<file path="src/rtl/regfile_write_buffer.sv">
// Purpose : in-order write queue in front of the register file's single write port,
//           with youngest-pending-write lookup for two read indices (forwarding).
// Latency : accepted request reaches rf_w_o one cycle later when the queue is empty and unstalled.
// Backpressure: wr_ready_o drops when all depth entries are occupied; rf_stall_i holds the drain.
// Ports   : clk_i/rst_i (sync, active-high); wr_valid_i/wr_ready_o/wr_idx_i/wr_data_i request side;
//           rf_stall_i/rf_w_o/rf_idx_o/rf_d_o register-file write port; q_idx*_i/q_hit*_o/q_d*_o
//           lookup ports; count_o/empty_o occupancy.
module regfile_write_buffer #(
  parameter int nregs = 8,
  parameter int rsize = 32,
  parameter int depth = 4
) (
  input  logic                       clk_i,
  input  logic                       rst_i,
  input  logic                       wr_valid_i,
  output logic                       wr_ready_o,
  input  logic [$clog2(nregs)-1:0]   wr_idx_i,
  input  logic [rsize-1:0]           wr_data_i,
  input  logic                       rf_stall_i,
  output logic                       rf_w_o,
  output logic [$clog2(nregs)-1:0]   rf_idx_o,
  output logic [rsize-1:0]           rf_d_o,
  input  logic [$clog2(nregs)-1:0]   q_idx1_i,
  input  logic [$clog2(nregs)-1:0]   q_idx2_i,
  output logic                       q_hit1_o,
  output logic                       q_hit2_o,
  output logic [rsize-1:0]           q_d1_o,
  output logic [rsize-1:0]           q_d2_o,
  output logic [$clog2(depth+1)-1:0] count_o,
  output logic                       empty_o
);

  localparam int IW = $clog2(nregs);
  localparam int PW = $clog2(depth);
  localparam int CW = $clog2(depth + 1);
  localparam logic [CW-1:0] FULL_CNT = CW'(depth);

  logic [IW-1:0]    ent_idx [depth];
  logic [rsize-1:0] ent_d   [depth];
  logic [depth-1:0] ent_vld;
  logic [PW-1:0]    head_q;
  logic [PW-1:0]    tail_q;
  logic [CW-1:0]    count_q;
  logic             push;
  logic             pop;
  logic [PW-1:0]    slot;

  // Full blocks acceptance even when a pop happens in the same cycle.
  assign wr_ready_o = !rst_i && (count_q < FULL_CNT);
  assign empty_o    = (count_q == '0);
  assign count_o    = count_q;
  assign rf_w_o     = !rst_i && !empty_o && !rf_stall_i;
  assign push       = wr_valid_i && wr_ready_o;
  assign pop        = rf_w_o;
  assign rf_idx_o   = (rst_i || empty_o) ? '0 : ent_idx[head_q];
  assign rf_d_o     = (rst_i || empty_o) ? '0 : ent_d[head_q];

  always_ff @(posedge clk_i) begin
    if (rst_i) begin
      head_q  <= '0;
      tail_q  <= '0;
      count_q <= '0;
      ent_vld <= '0;
    end else begin
      // push and pop never target the same slot: that needs full or empty,
      // and either condition blocks one of them.
      if (push) begin
        ent_vld[tail_q] <= 1'b1;
        tail_q          <= tail_q + PW'(1);
      end
      if (pop) begin
        ent_vld[head_q] <= 1'b0;
        head_q          <= head_q + PW'(1);
      end
      case ({push, pop})
        2'b10:   count_q <= count_q + CW'(1);
        2'b01:   count_q <= count_q - CW'(1);
        default: count_q <= count_q;
      endcase
    end
  end

  // Payload storage needs no reset; validity is tracked by ent_vld.
  always_ff @(posedge clk_i) begin
    if (push) begin
      ent_idx[tail_q] <= wr_idx_i;
      ent_d[tail_q]   <= wr_data_i;
    end
  end

  // Walk from oldest (head) to youngest so a later match overrides an earlier
  // one; the head being drained this cycle still hits since the RF updates at the edge.
  always_comb begin
    q_hit1_o = 1'b0;
    q_hit2_o = 1'b0;
    q_d1_o   = '0;
    q_d2_o   = '0;
    slot     = '0;
    for (int i = 0; i < depth; i++) begin
      slot = head_q + PW'(i);
      if (!rst_i && ent_vld[slot] && (ent_idx[slot] == q_idx1_i)) begin
        q_hit1_o = 1'b1;
        q_d1_o   = ent_d[slot];
      end
      if (!rst_i && ent_vld[slot] && (ent_idx[slot] == q_idx2_i)) begin
        q_hit2_o = 1'b1;
        q_d2_o   = ent_d[slot];
      end
    end
  end

endmodule

</file>
<file path="config.mk">
export PLATFORM = sky130hd
export DESIGN_NAME = regfile_write_buffer
export DESIGN_NICKNAME = d
export VERILOG_FILES = /design/src/rtl/regfile_write_buffer.sv
export SDC_FILE = /design/constraint.sdc
export NUM_CORES = 1
export LEC_CHECK = 0
export BUFFER_PORTS_ARGS = -buffer_cell sky130_fd_sc_hd__buf_2
export CORE_ASPECT_RATIO = 1.4
export CORE_MARGIN = 5
export CORE_UTILIZATION = 58
export DETAILED_ROUTE_END_ITERATION = 10
export MAX_ROUTING_LAYER = met4
export PLACE_DENSITY = 0.81
export SLEW_MARGIN = 30
export SYNTH_ARGS = -nofsm -noshare
export SYNTH_HDL_FRONTEND = slang
export SYNTH_SLANG_ARGS = --single-unit
export TNS_END_PERCENT = 5
</file>
<file path="constraint.sdc">
create_clock -name clk_i -period 5.6 [get_ports clk_i]
set_input_delay 1.12 -clock clk_i [delete_from_list [all_inputs] [get_ports clk_i]]
set_output_delay 1.12 -clock clk_i [all_outputs]
set_load 0.01 [all_outputs]
</file>
==> results.ini, run 1 <==
[outcome]
status = completed

[pwr]
pwr-share-clk_pct = 35.6
p_sw_share_pct = 30.71
peakVddDrop_mv = 0.1978
seq_power_share_pct = 41.5
power_leakage_nw = 4.015
p_comb_share_pct = 22.9
intPower_w = 0.002213
p_per_area_nw_per_um2 = 271.4
p_sw_w = 0.0009807

[detailed_routing]
vias = 8581
ant_nets = 0
wirelength_um = 29760
wl_per_cell_um = 24.42
vias_per_cell = 7.039
post-route-drc-count = 0
drt_iter0_markers = 1017
drt_pass1_iterations = 6

[setup_path]
rr_worst_depth = 8
worst-setup-path-type = register to output pin
slowest_stage = ha_2
worstPathRequired_ns = 4.48
path_buf_inv = 5
cp_max_fo = 51
slowest_delay_ns = 0.61
end_kind = output pin
crit_family = buffers and inverters
crit_top_cell = buf_4
critPathLaunchType = register
path_depth = 11
cp.arrival_ns = 3.95
cp_cell_sequence = inv_1 -> ha_2 -> buf_4 -> inv_2 -> mux2_2 -> xor2_1 -> nand4_1 -> buf_4 -> o21ai_0 -> o22ai_1 -> buf_2

[global_routing]
antenna_found_initial = 6
grt_first_pass_wirelength_um = 46340
met2_usage_pct = 50.12
grt_util_met3_pct = 4.757
grt_pass1_vias = 8668
grt_max_degree = 70
grt_usage_pct = 30.05
gr-max-usage-layer = met2
grt_overflow = 0
grt_util_met1_pct = 35.59

[synthesis]
yosys_warnings = 0
syn_nets = 917
synth.distinct_cells = 36
netlist_instances = 862
ys_seq_area_share_pct = 43.41
syn_area_um2 = 10280
postSynthAreaPerCell_um2 = 11.93
ys_ff_latch = 153

[die]
die_x_um = 122.5
die_height_um = 167.6
start_util_pct = 59.10
num_rows = 57
io_pins = 152
dieArea_um2 = 20530
core_area_um2 = 17400

[cells_and_area]
final_common_cell = buf_2
nFillCells = 1294
area_delta_synth_final_pct = 14.40
drive_gt1_share_pct = 33.91
mostFrequentLayoutCells = 151 x buf_2, 140 x edfxtp_1, 99 x o21ai_0
fin_nets = 1018
final_cells = 1219

[placement]
placed_cells = 1179
port_buffers = 151
place_congestion = 0.9043
place_ws_ns = 0.9330
dpl.hpwl_um = 18740

[clock_network]
root_buffer = clkbuf_16
postCtsHoldBufs = 0
htreeDepth = 4
path_clk_slew_ns = 0.06
clockBufferDepth = 2
numCtsBuffers = 17
cts.sinks = 153
cts_tree = done
cts_setup_buffers = 0
post_cts_resize_count = 0
clk_latency_ns = 0.43

[min_path]
holdCritPathClass = register to register
whs_path_depth = 2

[sta]
fmax_ghz = 0.1973
rsz0062_at_grt = no
worst_slew_pin_slew_ns = 0.8894
setup_viol = 0
slew_headroom_pct = 40.53
slew_violations = 0
hold_viol_final = 0
tns_ns = 0
clock_skew_ns = 0.01084
fin_crit_ns = 5.067
fin_crit_sh_pct = 90.49
holdWs_ns = 0.5266
layout_setup_ws_ns = 0.5325

[flow_run]
maxCapViolCount = 0

==> sequential cells by signal, summed over array words and instances (netlist names), named ones only <==
signal and cells:
ent_idx 12, tail_q 2, head_q 2, count_o 3, ent_vld 4, ent_d 128
==> per-stage QoR <==
stage          util, %  total power, W  area [um2]
4_1_cts          67.33        0.003181       11720
5_1_grt          67.62        0.003309       11770
3_3_place_gp     63.88        0.002045       11120
6_report         67.62        0.003194       11770
3_5_place_dp     63.98        0.002063       11130
2_1_floorplan        -        0.001868       10280
==> cell usage after synthesis <==
cell type / instances / share of area, %
a211oi_1: 37 / 2.7
a21oi_1: 5 / 0.24
a21oi_2: 2 / 0.17
a221oi_1: 63 / 5.4
a31oi_1: 1 / 0.061
and2_1: 36 / 2.2
and3_1: 4 / 0.24
and4_1: 2 / 0.17
buf_1: 6 / 0.22
buf_2: 18 / 0.88
buf_4: 5 / 0.37
buf_6: 3 / 0.33
clkbuf_1: 57 / 2.1
dfxtp_1: 13 / 2.5
edfxtp_1: 140 / 41
fa_1: 1 / 0.19
ha_1: 9 / 1.1
inv_1: 11 / 0.40
mux2_2: 38 / 4.2
mux2i_1: 46 / 4.5
mux4_2: 72 / 16
nand2_1: 37 / 1.4
nand2b_1: 2 / 0.12
nand4_1: 8 / 0.49
nor2_1: 44 / 1.6
nor2b_1: 2 / 0.12
nor3_1: 3 / 0.15
nor3_4: 2 / 0.32
nor3b_1: 1 / 0.073
o21ai_0: 99 / 4.8
o22ai_1: 64 / 3.9
o31ai_1: 1 / 0.073
or2_2: 1 / 0.061
or3_1: 2 / 0.12
xnor2_1: 7 / 0.60
xor2_1: 20 / 1.7
==> path summary, 6_finish.rpt <==
check,end,slack [ns],start
min,count_o[2],0.53,count_o[2]
max reg2reg,count_o[2],3.17,count_o[0]
max,q_d1_o[3],0.53,head_q[0]
min reg2reg,count_o[2],0.53,count_o[2]
==> worst reg2reg max path: stages (launching register included) <==
cell     delay (ns)
dfxtp_1        0.40
nor3_1         0.16
nor3_2         0.48
ha_1           0.30
inv_1          0.06
fa_1           0.37
xor2_1         0.16
or3_1          0.31
a21oi_1        0.13
==> logic make-up (layout without fill, tap and decap cells) <==
logic type / count (synthesis) / after routing / share of synthesized area, %
AOI/OAI and AO/OA: 272 / 272 / 17.32
muxes: 156 / 156 / 24.40
DFF: 153 / 153 / 43.41
and+or+nand+nor: 144 / 144 / 7.007
buffers and inverters: 100 / 214 / 4.270
xor gates and xnor gates: 27 / 27 / 2.299
adders and majority gates: 10 / 10 / 1.290
other: 0 / 7 / 0
==> power by group through the flow <==
| stage | Sequential [W] | Combinational, W | Clock (W) |
|---|---|---|---|
| after floorplan | 0.00133 | 0.000540 | 0 |
| after global placement | 0.00134 | 0.000701 | 0 |
| after detailed placement | 0.00135 | 0.000715 | 0 |
| after CTS | 0.00132 | 0.000720 | 0.00114 |
| after global routing | 0.00133 | 0.000785 | 0.00119 |
| final | 0.00132 | 0.000733 | 0.00114 |
==> routing by layer <==
metal | share of wire [%] | vias up
met5 | 0 | -
met3 | 7.9 | 118
met1 | 36 | 4183
li1 | - | 3718
met4 | 4.1 | 0
met2 | 52 | 562
==> layout make-up <==
class / count / area (um2) / area share (%)
antenna: 7 / 17.52 / 0.1489
clock buffer: 17 / 425.4 / 3.615
clock inverter: 15 / 156.4 / 1.329
inverter: 11 / 41.29 / 0.3509
multi-input combinational: 609 / 5429 / 46.14
sequential: 153 / 4472 / 38.01
tap: 236 / 295.3 / 2.510
timing repair buffer: 171 / 929.6 / 7.901
Note: power is estimated with default switching activity, not from simulation.
==> inputs of run 2 (changes only) <==
--- a/config.mk
+++ b/config.mk
@@ -6,7 +6,7 @@
 export NUM_CORES = 1
 export LEC_CHECK = 0
 export BUFFER_PORTS_ARGS = -buffer_cell sky130_fd_sc_hd__buf_2
-export CORE_ASPECT_RATIO = 1.4
+export CORE_ASPECT_RATIO = 0.75
 export CORE_MARGIN = 5
 export CORE_UTILIZATION = 58
 export DETAILED_ROUTE_END_ITERATION = 10
==> run 2 against run 1 <==
Fmax is 2.9% lower; final area is essentially flat; sequential power hardly changed; via count grew 1.8%; sequential share of layout area is essentially flat; critical endpoint is now q_d1_o[17]; highest routed layer unchanged.
==> results.ini, run 2 (synthesis results as in run 1) <==
[detailed_routing]
wl_per_cell_um = 24.83  ; +1.7%
post-route-drc-count = 0  ; unchanged
vias = 8738  ; +1.8%
drt_pass1_iterations = 6  ; unchanged
drt_iter0_markers = 1296  ; +27%
ant_nets = 0  ; unchanged
wirelength_um = 30520  ; +2.5%
vias_per_cell = 7.110  ; +1.0%

[clock_network]
path_clk_slew_ns = 0.06  ; about the same
numCtsBuffers = 17  ; unchanged
post_cts_resize_count = 0  ; unchanged
cts.sinks = 153  ; unchanged
root_buffer = clkbuf_16
clk_latency_ns = 0.43  ; about the same
cts_setup_buffers = 0  ; unchanged
htreeDepth = 4  ; unchanged
cts_tree = done
postCtsHoldBufs = 0  ; unchanged
clockBufferDepth = 2  ; unchanged

[sta]
fmax_ghz = 0.1916  ; -2.9%
hold_viol_final = 0  ; unchanged
rsz0062_at_grt = no
tns_ns = 0  ; unchanged
slew_violations = 0  ; unchanged
setup_viol = 0  ; unchanged
clock_skew_ns = 0.009228  ; -0.001611 ns
fin_crit_sh_pct = 93.21  ; +2.7 points
slew_headroom_pct = 31.16  ; -9.4 points
worst_slew_pin_slew_ns = 1.025  ; +0.1354 ns
fin_crit_ns = 5.220  ; +0.1523 ns

[cells_and_area]
drive_gt1_share_pct = 33.71  ; -0.21 points
finish.utilization_pct = 67.06  ; -0.56 points
largest_register_ffs = 128  ; unchanged
mostFrequentLayoutCells = 151 x buf_2, 140 x edfxtp_1, 99 x o21ai_0
regMostFlops = ent_d
area_delta_synth_final_pct = 14.44  ; about the same
nFillCells = 1324  ; +2.3%
final_common_cell = buf_2
fin_nets = 1022  ; +0.39%
largestRegisters = ent_d: 128 flops, ent_idx: 12 flops, ent_vld: 4 flops

[pwr]
p_comb_share_pct = 23.8  ; +0.9 points
peakVddDrop_mv = 0.2315  ; +17%
intPower_w = 0.002190  ; -1.1%
power_leakage_nw = 4.010  ; -0.12%
p_sw_share_pct = 30.14  ; -0.57 points
seq_power_share_pct = 42.2  ; +0.7 points
p_sw_w = 0.0009448  ; -3.7%
p_per_area_nw_per_um2 = 266.3  ; -1.9%
pwr-share-clk_pct = 34.0  ; -1.6 points

[min_path]
holdCritPathClass = register to register

[setup_path]
slowest_stage = a21oi_4
cp.arrival_ns = 4.10  ; +0.15 ns
end_kind = output pin
cp_cell_sequence = inv_1 -> ha_2 -> buf_4 -> mux4_2 -> nor2b_1 -> a21oi_4 -> buf_4 -> a221oi_1 -> o22ai_1 -> buf_2
crit_top_cell = buf_4
worstPathRequired_ns = 4.48  ; about the same
critPathLaunchType = register
cp_max_fo = 23  ; -55%
worst-setup-path-type = register to output pin
slowest_delay_ns = 0.59  ; -0.02 ns
reg2reg_setup_slack_ns = 2.82  ; -0.35 ns

[global_routing]
antenna_found_initial = 6  ; unchanged
grt_pass1_vias = 8390  ; -3.2%
grt_usage_pct = 30.25  ; +0.20 points
grt_first_pass_wirelength_um = 46770  ; +0.92%
grt_overflow = 0  ; unchanged
grt_max_degree = 67  ; -4.3%

[die]
die_height_um = 125.3  ; -25%
core_area_um2 = 17550  ; +0.86%
dieArea_um2 = 20520  ; about the same
num_rows = 42  ; -26%
start_util_pct = 58.60  ; -0.51 points
io_pins = 152  ; unchanged
die_x_um = 163.8  ; +34%

[flow_run]
maxCapViolCount = 0  ; unchanged

[placement]
place_congestion = 0.8961  ; -0.91%
port_buffers = 151  ; unchanged
dpl.hpwl_um = 19460  ; +3.8%

[outcome]
status = completed

[run 2: cell types whose count changed in the layout (fill, tap and decap cells not counted)]
cell / change
clkbuf_1: +2
inv_6: -5
buf_4: +3
nor3_1: +1
clkinv_4: +1
nor3_2: -1
clkinvlp_4: +2
inv_8: -4
clkinv_1: +1
clkinv_2: +2
buf_12: +1
diode_2: +1
[run 2: per-layer routing]
metal / vias to the layer above / share of wire, % / GRT usage, %
li1: 3731 / - / -
met1: 4258 / 38 / 40.39
met2: 672 / 46 / 44.64
met3: 77 / 14 / 9.046
met4: 0 / 2.2 / 10.36
met5: - / 0 / -
[run 2: worst max-delay path: cells and delay by family (launching register included)]
kind | cells | cell delay (ns)
buffers and inverters | 4 | 0.98
AO/OA/AOI/OAI | 3 | 0.95
multiplexers | 1 | 0.57
adder cells (fa/ha/maj) | 1 | 0.56
flip-flops | 1 | 0.33
AND/OR/NAND/NOR | 1 | 0.25
[run 2: area by class of cell]
| class | instances | area, um2 | area share, % |
|---|---|---|---|
| multi-input cells | 609 | 5424 | 46.08 |
| flip-flops and latches | 153 | 4472 | 37.99 |
| repair buffers | 175 | 972.2 | 8.260 |
| clock buffers | 19 | 432.9 | 3.678 |
| well taps | 242 | 302.8 | 2.573 |
| clock inverters | 12 | 105.1 | 0.8930 |
| inverters | 11 | 41.29 | 0.3508 |
| diodes | 8 | 20.02 | 0.1701 |
[run 2: metrics by stage]
stage | total power, W | hold WS (ns) | setup WS [ns] | cell area [um2] | cells
global placement | 0.002052 | 0.5052 | 0.9762 | 11170 | 1189
finish | 0.003135 | 0.5236 | 0.3802 | 11770 | 1229
floorplan | 0.001868 | 0.4964 | 1.020 | 10280 | 862
CTS | 0.003118 | 0.5190 | 0.3422 | 11720 | 1220
detailed placement | 0.002074 | 0.5080 | 0.7901 | 11180 | 1189
global route | 0.003244 | 0.5570 | 0.2449 | 11770 | 1227
[run 2: path summary, 6_finish.rpt]
check,startpoint,endpoint,cells after the start
setup / recovery,head_q[1],q_d1_o[17],10
hold / removal,count_o[2],count_o[2],2
setup reg to reg,count_o[0],count_o[2],8
hold reg to reg,count_o[2],count_o[2],2
[run 2: power groups by stage]
| stage | registers, W | logic [W] | clock network [W] |
|---|---|---|---|
| floorplan | 0.00133 | 0.000540 | 0 |
| detailed placement | 0.00135 | 0.000728 | 0 |
| finish | 0.00132 | 0.000747 | 0.00106 |
| global placement | 0.00134 | 0.000710 | 0 |
| CTS | 0.00132 | 0.000733 | 0.00106 |
| global route | 0.00133 | 0.000796 | 0.00112 |
